$ cat config.mk
export PLATFORM = sky130hd
export DESIGN_NAME = tone_detector
export DESIGN_NICKNAME = d
export VERILOG_FILES = /design/src/rtl/tone_pkg.sv /design/src/rtl/sync_edge_detect.sv /design/src/rtl/tone_detector.sv
export SDC_FILE = /design/constraint.sdc
export NUM_CORES = 1
export LEC_CHECK = 0
export CAP_MARGIN = 20
export CORE_MARGIN = 4
export CORE_UTILIZATION = 45
export CTS_BUF_LIST = sky130_fd_sc_hd__clkbuf_4 sky130_fd_sc_hd__clkbuf_8 sky130_fd_sc_hd__clkbuf_16
export CTS_CLUSTER_DIAMETER = 50
export DETAILED_ROUTE_END_ITERATION = 8
export PLACE_DENSITY_LB_ADDON = 0.3
export RECOVER_POWER = 25
export SYNTH_ARGS = -nofsm -noshare
export SYNTH_HDL_FRONTEND = slang
export SYNTH_HIERARCHICAL = 1
export SYNTH_SLANG_ARGS = --single-unit
$ cat constraint.sdc
create_clock -name Clk_50MHz -period 8.1 [get_ports Clk_50MHz]
set_input_delay 1.62 -clock Clk_50MHz [delete_from_list [all_inputs] [get_ports Clk_50MHz]]
set_output_delay 1.62 -clock Clk_50MHz [all_outputs]
set_load 0.03 [all_outputs]
$ cat src/rtl/tone_pkg.sv
// Shared types and helpers for the tone detector: FSM states, period class
// codes and the nominal-period calculation.
`timescale 1ns/1ps
package tone_pkg;

  typedef enum logic [1:0] {
    IDLE    = 2'd0,
    ACQUIRE = 2'd1,
    LOCKED  = 2'd2
  } state_t;

  typedef enum logic [1:0] {
    CLS_A   = 2'b00,
    CLS_B   = 2'b01,
    CLS_INV = 2'b10
  } cls_t;

  // Clocks per cycle of a tone, truncated the same way the period counter counts.
  function automatic int unsigned nominal_period(input int unsigned clk_hz,
                                                 input int unsigned tone_hz);
    return clk_hz / tone_hz;
  endfunction

endpackage

$ cat src/rtl/sync_edge_detect.sv
// Brings an asynchronous pin into the clock domain and emits a one-cycle
// pulse on each synchronized rising edge.
`timescale 1ns/1ps
module sync_edge_detect (
  input  logic clk,
  input  logic rst_n,
  input  logic din,
  output logic rise
);

  logic meta;
  logic sync;
  logic hist;

  // NOTE: sequential state uses non-blocking assignments so the three flops
  // shift together on the same edge instead of collapsing into one.
  always_ff @(posedge clk or negedge rst_n) begin
    if (!rst_n) begin
      meta <= 1'b0;
      sync <= 1'b0;
      hist <= 1'b0;
    end else begin
      meta <= din;
      sync <= meta;
      hist <= sync;
    end
  end

  // meta may be metastable, so only sync and hist feed logic.
  assign rise = sync & ~hist;

endmodule

$ cat src/rtl/tone_detector.sv
// Measures the period of a square wave, classifies it as tone A or tone B,
// and locks after a run of consistent periods; times out on silence.
`timescale 1ns/1ps
module tone_detector
  import tone_pkg::*;
#(
  parameter int unsigned CLK_HZ     = 50_000_000,
  parameter int unsigned TONE_A_HZ  = 440,
  parameter int unsigned TONE_B_HZ  = 880,
  parameter int unsigned TOL_CYC    = 1024,
  parameter int unsigned LOCK_COUNT = 4,
  parameter int unsigned CNT_W      = 24
) (
  input  logic             Clk_50MHz,
  input  logic             Rst_n,
  input  logic             Tone_in,
  output logic [CNT_W-1:0] Period_out,
  output logic             Period_strobe,
  output logic [1:0]       Period_class,
  output logic             Tone_detected,
  output logic             Tone_id,
  output logic             Timeout
);

  localparam int unsigned NOM_A = nominal_period(CLK_HZ, TONE_A_HZ);
  localparam int unsigned NOM_B = nominal_period(CLK_HZ, TONE_B_HZ);
  localparam int unsigned XW    = CNT_W + 1;

  localparam logic [CNT_W-1:0] TIMEOUT_CYC = CNT_W'(2 * NOM_A);
  localparam logic [XW-1:0]    NOM_A_X     = XW'(NOM_A);
  localparam logic [XW-1:0]    NOM_B_X     = XW'(NOM_B);
  localparam logic [XW-1:0]    TOL_X       = XW'(TOL_CYC);
  localparam logic [3:0]       LOCK_N      = 4'(LOCK_COUNT);

  logic             edge_pulse;
  logic [CNT_W-1:0] count;
  logic [XW-1:0]    p_ext;
  logic [XW-1:0]    diff_a;
  logic [XW-1:0]    diff_b;
  cls_t             cls;

  state_t           state_q, state_d;
  logic [3:0]       match_q, match_d;
  cls_t             last_cls_q, last_cls_d;
  cls_t             class_q, class_d;
  logic [CNT_W-1:0] period_d;
  logic             strobe_d;
  logic             det_d;
  logic             id_d;
  logic             tmo_d;

  sync_edge_detect u_sync (
    .clk   (Clk_50MHz),
    .rst_n (Rst_n),
    .din   (Tone_in),
    .rise  (edge_pulse)
  );

  // Count value at an edge pulse equals the clocks since the previous pulse.
  always_ff @(posedge Clk_50MHz or negedge Rst_n) begin
    if (!Rst_n) begin
      count <= '0;
    end else if (edge_pulse) begin
      count <= CNT_W'(1);
    end else if (count < TIMEOUT_CYC) begin
      count <= count + CNT_W'(1);
    end
  end

  // One extra bit keeps both subtraction directions free of wrap-around.
  always_comb begin
    p_ext  = {1'b0, count};
    diff_a = (p_ext >= NOM_A_X) ? (p_ext - NOM_A_X) : (NOM_A_X - p_ext);
    diff_b = (p_ext >= NOM_B_X) ? (p_ext - NOM_B_X) : (NOM_B_X - p_ext);
    cls    = CLS_INV;
    if (diff_a <= TOL_X) begin
      cls = CLS_A;
    end else if (diff_b <= TOL_X) begin
      cls = CLS_B;
    end
  end

  // NOTE: every signal written here gets a default first, so no path leaves
  // one unassigned and no latch is inferred.
  always_comb begin
    state_d    = state_q;
    match_d    = match_q;
    last_cls_d = last_cls_q;
    class_d    = class_q;
    period_d   = Period_out;
    strobe_d   = 1'b0;
    det_d      = Tone_detected;
    id_d       = Tone_id;
    tmo_d      = 1'b0;

    case (state_q)
      IDLE: begin
        if (edge_pulse) begin
          state_d = ACQUIRE;
          match_d = '0;
        end
      end
      ACQUIRE, LOCKED: begin
        if (edge_pulse) begin
          period_d   = count;
          class_d    = cls;
          strobe_d   = 1'b1;
          last_cls_d = cls;
          if (cls == CLS_INV) begin
            state_d = ACQUIRE;
            match_d = '0;
            det_d   = 1'b0;
          end else if (cls != last_cls_q) begin
            state_d = ACQUIRE;
            match_d = 4'd1;
            det_d   = 1'b0;
          end else if (state_q == ACQUIRE) begin
            match_d = match_q + 4'd1;
          end
          if (state_q == ACQUIRE && cls != CLS_INV && match_d == LOCK_N) begin
            state_d = LOCKED;
            det_d   = 1'b1;
            id_d    = cls[0];
          end
        end else if (count == TIMEOUT_CYC) begin
          state_d = IDLE;
          match_d = '0;
          det_d   = 1'b0;
          tmo_d   = 1'b1;
        end
      end
      default: begin
        state_d = IDLE;
        match_d = '0;
      end
    endcase
  end

  always_ff @(posedge Clk_50MHz or negedge Rst_n) begin
    if (!Rst_n) begin
      state_q       <= IDLE;
      match_q       <= '0;
      last_cls_q    <= CLS_A;
      class_q       <= CLS_A;
      Period_out    <= '0;
      Period_strobe <= 1'b0;
      Tone_detected <= 1'b0;
      Tone_id       <= 1'b0;
      Timeout       <= 1'b0;
    end else begin
      state_q       <= state_d;
      match_q       <= match_d;
      last_cls_q    <= last_cls_d;
      class_q       <= class_d;
      Period_out    <= period_d;
      Period_strobe <= strobe_d;
      Tone_detected <= det_d;
      Tone_id       <= id_d;
      Timeout       <= tmo_d;
    end
  end

  assign Period_class = class_q;

endmodule

==> reports/metrics.csv <==
metric,value,unit
status,finished with violations,
violated checks,"max-capacitance violations, max-slew violations",
reg-to-reg startpoint,count[4]$_DFFE_PN0P_,
Ports,33,
antenna violations before repair,0,
Clock Path Buffers,2,
class of the worst hold path,flop to flop,
fin nets,615,
global-route wire length before repair,22.8,mm
"flops & latches, synth",63,
skew final,0.0111,ns
number of port buffers,32,
post-CTS sizing,0,
Comb power frac,30.0,%
vias per inst,6.38,
Critical Path End,Tone_id$_DFFE_PN0P_,
Yosys cell types,68,
vias in the first global route,4394,
share of layout cells above drive strength 1,6.18,%
synth warn,6,
mapped cell area,0.00486,mm²
Tmin final,4.59,ns
Post-Route WL,13.9,mm
CP top delay family,compound AO/OA/AOI/OAI gates,
Buf/Inv on CP,0,
post-synthesis sequential area ratio,32.4,%
Critical R2R Capture,Tone_id$_DFFE_PN0P_,
dpl ws,3.59,ns
hpwl dp,9.84,mm
WL per Instance,18.9,µm
syn nets,612,
PwrDens,184,mW/mm²
FP Rows,37,
"Reg clk slew, reported paths",0.07,ns
Yosys top cell by area,dfrtp_1,
Clk pwr share,31.3,%
R2R cell count,10,
FF-to-FF setup slack,3.51,ns
Final period util,56.6,%
TritonRoute pass-1 iters,6,
area of the core,0.0104,mm²
Crit. Startpoint,count[4]$_DFFE_PN0P_,
sequential power share,38.6,%
H-tree Lvls,3,
CTS buffer count,9,
Post-synth EDFFs,0,
Max stage delay on crit path,0.74,ns
ANT cells,0,
Switch Pwr,0.000360,W
1st-iter DRT viols,490,
Skew-Pair Late Insertion Delay,0.37,ns
crit path max-delay cell type,a2111oi_0,
Area Growth Syn to Fin,10.6,%
Die X,112,µm
clock root cell,clkbuf_8,
gr usage total,22.6,%
required time of the critical path,8.35,ns
critical path depth in cells,10,
Max-slew headroom,-133,%
max-slew violation count,139,
Initial Util,46.6,%
fill count,1015,
Placer Congestion,0.976,
Worst-Margin Slew,3.49,ns
CTS tree,yes,
via count,4690,
crit-path cells,and2_1 -> o2111a_1 -> and2_1 -> nor2_1 -> or4_1 -> a2111oi_0 -> o21bai_1 -> o32ai_4 -> nand3_1 -> mux2_1,
fraction of registers with async set/reset,100,%
post-cts hold buffer count,0,
utilization after layout,51.6,%
switch share,36.4,%
unrepaired setup endpoints after global routing,false,
setup repair bufs after CTS,0,
Routed Antenna Nets,0,
max-cap violations,3,
drt drc,0,
ys flop type,dfrtp_1,
Hold Path Stages,0,
hold_ws,0.355,ns
largest net degree at the start of global routing,64,
Internal Power,0.000628,W
die area,0.0125,mm²
Max IR drop VDD,107,µV
Crit. End Element,flop,
Setup TNS,0,ns
Final Setup Violations,0,
critical path class,flop to flop,
Die Y,112,µm
Critical Path AT,4.84,ns
Hold Fails Final Rpt,0,
area of all sequential standard cells,0.00158,mm²
grt total ovfl,0,
cell count after synthesis,592,
f_max,0.218,GHz
most frequent CP cell,and2_1,
multi-input logic area,0.00301,mm²
Yosys top cell area share,32.4,%
Sink Count,63,
Setup crit start kind,flop,
syn_area_per_cell,8.21,µm²
leak pwr,2.16,nW
"top cells by area, synth","dfrtp_1 (32%), xnor2_1 (4.5%), ha_1 (4.4%)",
Crit Path Max Fanout,19,
Final WS setup,3.51,ns
==> flip-flops by register name, summed over array words and instances (netlist names) <==
| signal | cells |
|---|---|
| u_sync/meta | 1 |
| state_q | 2 |
| Period_out | 24 |
| Period_strobe | 1 |
| Timeout | 1 |
| Tone_id | 1 |
| count | 24 |
| u_sync/hist | 1 |
| match_q | 4 |
| Tone_detected | 1 |
| u_sync/sync | 1 |
| Period_class | 2 |
==> through the flow <==
step / total power [W] / area (µm²) / std cells
6_report: 0.000988 / 5380 / 735
5_1_grt: 0.00104 / 5380 / 735
4_1_cts: 0.000991 / 5390 / 735
3_5_place_dp: 0.000676 / 5170 / 720
3_3_place_gp: 0.000672 / 5170 / 720
2_1_floorplan: 0.000586 / 4860 / 592
==> worst register-to-register path, stage by stage, from the launching register on <==
cell and delay (ns):
dfrtp_1 0.73, and2_1 0.53, o2111a_1 0.31, and2_1 0.25
nor2_1 0.17, or4_1 0.55, a2111oi_0 0.74, o21bai_1 0.26
o32ai_4 0.42, nand3_1 0.18, mux2_1 0.34
==> power groups by stage <==
stage	Sequential (W)	Clock, W	Combinational (W)
global route	0.000388	0.000330	0.000326
CTS	0.000381	0.000317	0.000293
finish	0.000382	0.000310	0.000297
detailed placement	0.000387	0	0.000289
global placement	0.000384	0	0.000287
floorplan	0.000390	0	0.000195
==> cells in the final DEF (no fill, tap or decap), types with 13 or more instances in the layout <==
master           instances
dfrtp_1                 63
nor2_1                  53
inv_1                   20
a31oi_1                 14
a21oi_1                 23
xnor2_1                 25
clkdlybuf4s50_1         30
ha_1                    17
nand2_1                 55
nor3_1                  19
nand3_1                 24
o21ai_0                 42
nand4_1                 13
==> cell type report <==
| class | instances | area share, % |
|---|---|---|
| multi-input cells | 466 | 56.0 |
| flip-flops and latches | 63 | 29.3 |
| repair buffers | 34 | 6.01 |
| well taps | 136 | 3.17 |
| clock buffers | 11 | 2.70 |
| inverters | 21 | 1.47 |
| clock inverters | 4 | 1.30 |
==> cells by family (layout without fill, tap and decap cells) <==
group / after synthesis / in the layout / share of synthesized area [%]
multiplexers: 13 / 13 / 2.96
XOR/XNOR: 33 / 33 / 5.95
adder cells (fa/ha/maj): 17 / 17 / 4.38
flip-flops: 63 / 63 / 32.4
AND/OR/NAND/NOR: 245 / 245 / 26.5
buffers and inverters: 63 / 70 / 5.41
AO/OA/AOI/OAI: 158 / 158 / 22.4
==> worst min-delay path by stage <==
stage / startpoint / slack, ns / end
floorplan: u_sync/meta$_DFF_PN0_ / 0.33 / u_sync/sync$_DFF_PN0_
global placement: u_sync/meta$_DFF_PN0_ / 0.33 / u_sync/sync$_DFF_PN0_
detailed placement: u_sync/meta$_DFF_PN0_ / 0.34 / u_sync/sync$_DFF_PN0_
CTS: u_sync/meta$_DFF_PN0_ / 0.36 / u_sync/sync$_DFF_PN0_
global route: u_sync/meta$_DFF_PN0_ / 0.37 / u_sync/sync$_DFF_PN0_
finish: u_sync/meta$_DFF_PN0_ / 0.36 / u_sync/sync$_DFF_PN0_
==> routing by layer <==
metal,up-vias,track usage [%],part of all wire [%]
met5,-,0,0
met4,0,12.2,3.8
met3,39,3.86,8.4
met2,232,32.9,44
met1,2243,31.8,44
li1,2176,-,-
==> cells in the mapped netlist (all sizes together), types with 10 or more instances <==
cell	count
nor2	53
mux2	11
a211oi	10
xnor2	25
clkbuf	26
nand4	13
nand2	55
nor4	10
o211ai	11
and3	11
a31oi	15
dfrtp	63
o21ai	42
nand3	24
ha	17
nor3	21
a21oi	23
inv	20
buf	16
nor2b	10
No activity file was read; power rests on OpenSTA's default activity.
